File: src/rtl/count_seq_checker_pkg.sv
// rtl/count_seq_checker_pkg.sv - shared types, widths and saturating-increment helper
package count_pkg;

    localparam int COUNT_W = 8;

    typedef enum logic [0:0] {
        ACQUIRE = 1'b0,
        LOCKED  = 1'b1
    } chk_state_t;

    // Holds at the all-ones value of a width-bit counter; width must be below 32.
    function automatic logic [31:0] sat_inc(input logic [31:0] value, input int width);
        logic [31:0] max_val;
        max_val = (32'd1 << width) - 32'd1;
        return (value >= max_val) ? max_val : value + 32'd1;
    endfunction

endpackage

File: src/rtl/count_seq_checker_sat_counter.sv
// rtl/count_seq_checker_sat_counter.sv - saturating event counter with sync reset
module sat_counter
    import count_pkg::*;
#(
    parameter int WIDTH = 8
) (
    input  logic             clk,
    input  logic             reset,
    input  logic             inc,
    output logic [WIDTH-1:0] count
);

    logic [WIDTH-1:0] count_q;
    logic [WIDTH-1:0] count_d;
    logic [31:0]      next_val;

    always_comb begin
        next_val = sat_inc(32'(count_q), WIDTH);
        count_d  = count_q;
        if (inc) begin
            count_d = next_val[WIDTH-1:0];
        end
    end

    always_ff @(posedge clk) begin
        if (reset) begin
            count_q <= '0;
        end else begin
            count_q <= count_d;
        end
    end

    assign count = count_q;

endmodule

File: config.mk
export PLATFORM = sky130hd
export DESIGN_NAME = sat_counter
export DESIGN_NICKNAME = d
export VERILOG_FILES = /design/src/rtl/count_seq_checker_pkg.sv /design/src/rtl/count_seq_checker_sat_counter.sv
export SDC_FILE = /design/constraint.sdc
export NUM_CORES = 1
export LEC_CHECK = 0
export CORE_AREA = 10 10 47 49
export CTS_CLUSTER_DIAMETER = 80
export DETAILED_ROUTE_END_ITERATION = 7
export DIE_AREA = 0 0 57 59
export HOLD_SLACK_MARGIN = 0.03
export SYNTH_ARGS = -nofsm -noshare
export SYNTH_HDL_FRONTEND = slang
export SYNTH_SLANG_ARGS = --single-unit
export TNS_END_PERCENT = 5
File: constraint.sdc
create_clock -name clk -period 3.9 [get_ports clk]
set_input_delay 0.78 -clock clk [delete_from_list [all_inputs] [get_ports clk]]
set_output_delay 0.78 -clock clk [all_outputs]
set_load 0.05 [all_outputs]
=== Word level (Yosys, flattened, before mapping) ===
Index checks and enable logic that the tools add are counted.

* Word-level logic and storage cells: 4
* Bits of input ports: 3
* Flip-flop bits (word level): 8

* $add $sub $neg: 1
* Mux-type cells: 1
* $lt $le $gt $ge: 1

{| class="wikitable"
|+ Operators with widths
! operator !! count
|-
| adder 8 x 1 -> 8 bit, second input constant || 1
|-
| greater-or-equal comparator 8 bit, second input constant || 1
|-
| 2-to-1 mux 8 bit || 1
|}

=== Logic depth before layout (Yosys ltp) ===
* Depth after elaboration: 2
* Depth in mapped cells: 5
* Depth with buffers taken out: 4

=== Worst setup path before layout ===
No wires, ideal clock.

* Path type: register -> register
* Start: register count_q[0], in the netlist count[0]
* End: register count_q[6], in the netlist count[6]
* Arrival: 1521 ps
* Path buffers: 1
* Slack: 2299 ps
* Stages on the path, launching flop included: 6
* Data required time: 3820 ps
* Setup time: 80 ps
* Path through: dfxtp_1 ha_1 and3_1 buf_6 a41oi_2 a211oi_2

* Cells in the longest elaborated chain, start to end: 2
* Elaborated cells between the ends (all ways): 3
* Those cells by class: add/sub: 1; order compare: 1; mux: 1

{| class="wikitable"
|+ Ends and longest elaborated chain
! item !! line !! RTL
|-
| from (decl) || count_seq_checker_sat_counter.sv:13 || <nowiki>logic [WIDTH-1:0] count_q;</nowiki>
|-
| from (signal assigned) || count_seq_checker_sat_counter.sv:29 || <nowiki>count_q <= count_d;</nowiki>
|-
| adder 8 x 1 -> 8 bit / greater-or-equal comparator 8 bit (equally long branches) || count_seq_checker_pkg.sv:15 || <nowiki>return (value >= max_val) ? max_val : value + 32'd1;</nowiki>
|-
| 2-to-1 mux 8 bit * || count_seq_checker_pkg.sv:15 ||
|}

Every way passes the cells marked *; elsewhere a longest branch is shown, timed or not.
A chain may end at the register's enable or synchronous reset.

=== Worst setup path after layout ===
* Start: register count_q[3], in the netlist count[3]
* End: output count[3]

{| class="wikitable"
|+ RTL lines
! item !! line !! RTL
|-
| to (decl) || count_seq_checker_sat_counter.sv:10 || <nowiki>output logic [WIDTH-1:0] count</nowiki>
|}

No word-level cell between the ends.

==> qor.txt <==
final setup fails - 0
slowest stage cell, crit path - clkdlybuf4s50_1
port buffer count - 10
DP HPWL - 679 um
Clock Latency Late Sink - 0.25 ns
nets - 57
FMAX - 418 MHz
Chip Width - 57 um
crit-path cells - clkdlybuf4s50_1
Critical Path Stages - 1
outcome - finished, final reports clean
Post-Place Cells - 64
clock root cell - clkbuf_4
fin crit period - 2.39 ns
CP bufs+invs - 1
final hold vios - 0
CP Max Fanout - 9
vias in the first global route - 351
distinct cell type count after synthesis - 20
Tot Pwr - 171 uW
H-Tree Depth - 1
synth warn - 0
routed len/inst - 13.7 um
critical path launch point type - flop
Core Rows - 14
antenna-violating nets left - 0
DR DRC count - 0
Worst Hold Class - flop to flop
antenna violations before repair - 0
hold depth - 2
worst hold slack - 0.568 ns
Final Max Slew Viols - 0
Worst slew margin - 66.4%
clock buffer depth - 2
WP data required - 3.12 ns
WP data arrival - 1.61 ns
slew of the pin with the lowest slew margin - 0.502 ns
clock buffer count from CTS - 3
max reg flops - 8
Ant. Diodes - 0
first-iteration detailed-routing DRC count - 3
unrepaired setup endpoints after global routing - no
Setup Buffers After CTS - 0
RD Place Congestion - 0.717
largest net degree at the start of global routing - 10
cts hold-fix bufs - 0
die height - 59 um
cts repair resizes - 0
TritonCTS clock tree - built
Power Dens Cells - 332 nW/um2
drt total wl - 916 um
core area - 1400 um2
Seq cells post-synth - 8
Post-Syn Area per Cell - 9.55 um2
Max-Cap Viols - 0
Ports - 11
First-pass DRT Iterations - 4
Synth Cell Area - 392 um2
area grow syn2layout - 31.3%
first-pass GRT wire length - 1590 um
GRT Total Usage - 6.16%
Initial Utilization - 27.9%
fin crit share - 61.4%
Max Clock Skew - 0.00261 ns
Synth Instances - 41
Leak Pwr - 0.000164 uW
layout filler cell count - 168
fin cells - 67
setup TNS - 0 ns
Syn Nets - 45
CP top delay family - buffers and inverters
die area - 3360 um2
Worst-path clk slew - 0.05 ns
Reg2Reg Depth - 4
max incr delay on CP - 0.87 ns
VDD IR max - 156 uV
vias per inst - 5.48
grt total ovfl - 0
Via Count - 367
clock sinks - 8
layout cells sized above 1 - 9.80%
Final Util - 36.7%
sequential-to-total area share from yosys stat - 40.9%
CP endpoint kind - output port
Setup Crit Path Kind - flop to output port
==> logic make-up after synthesis <==
| family | synth area share (%) |
|---|---|
| AO/OA/AOI/OAI | 22.7 |
| AND/OR/NAND/NOR | 21.1 |
| multiplexers | 2.56 |
| buffers and inverters | 5.11 |
| XOR/XNOR | 4.47 |
| flip-flops | 40.9 |
| adder cells (fa/ha/maj) | 3.19 |
==> cell usage in the layout, fill, tap and decap left out <==
| cell type | n |
|---|---|
| a211oi_2 | 1 |
| mux2i_1 | 1 |
| dfxtp_1 | 8 |
| xnor2_1 | 2 |
| clkbuf_4 | 3 |
| nand2_1 | 1 |
| and4_1 | 3 |
| a21oi_1 | 6 |
| nor2_1 | 1 |
| ha_1 | 1 |
| and3_1 | 1 |
| a41oi_2 | 1 |
| nor3_1 | 3 |
| a211oi_1 | 2 |
| a31oi_1 | 1 |
| a311oi_1 | 1 |
| nand4_1 | 2 |
| clkdlybuf4s50_1 | 10 |
| nand3_1 | 3 |
==> synth_stat cells <==
library cell  n  area (um2)
a41oi_2       1        16.3
buf_2         1        5.00
dfxtp_1       8         160
nor2_1        1        3.75
nand4_1       2        12.5
buf_1         1        3.75
mux2i_1       1        10.0
nand2_1       1        3.75
and3_1        1        6.26
a211oi_2      1        12.5
a311oi_1      1        8.76
buf_6         1        11.3
ha_1          1        12.5
a21oi_1       6        30.0
nand3_1       3        15.0
nor3_1        3        15.0
a31oi_1       1        6.26
xnor2_1       2        17.5
a211oi_1      2        15.0
and4_1        3        26.3
==> where the power goes <==
part / internal [uW] / leakage [uW] / switching, uW
clock network: 35.2 / 0.0000138 / 27.5
registers: 84.1 / 0.0000648 / 2.82
logic: 8.49 / 0.0000856 / 12.9
total: 128 / 0.000164 / 43.2
==> routing by layer <==
layer / global-route usage (%) / up-vias / wire (um)
li1: - / 183 / -
met1: 6.71 / 169 / 403
met2: 7.75 / 11 / 392
met3: 4.51 / 4 / 103
met4: 5.03 / 0 / 17
met5: 0 / - / 0
==> final timing paths <==
kind | startpoint | to | slack, ns
worst min register to register | count[7] | count[2] | 0.57
worst min-delay path | count[7] | count[2] | 0.57
worst max-delay path | count[3] | count[3] | 1.51
worst max register to register | count[0] | count[5] | 2.53
==> cell type report <==
| type | count | area [um2] | area share [%] |
|---|---|---|---|
| Multi-Input combinational cell | 30 | 211 | 41.1 |
| Clock buffer | 3 | 22.5 | 4.38 |
| Tap cell | 16 | 20.0 | 3.89 |
| Sequential cell | 8 | 160 | 31.1 |
| Timing Repair Buffer | 10 | 100 | 19.5 |
==> through the flow <==
step	area [um2]	setup slack, ns
final	514	1.51
after floorplan	392	2.30
after detailed placement	492	1.73
after CTS	514	1.49
after global routing	514	1.45
after global placement	492	1.75
==> worst register-to-register path: cells and delay by family, from the launching register on <==
family,cells,cell delay [ns]
flip-flops,1,0.35
adder cells (fa/ha/maj),1,0.22
AND/OR/NAND/NOR,2,0.36
AO/OA/AOI/OAI,1,0.31
(Power assumes the default switching activity.)
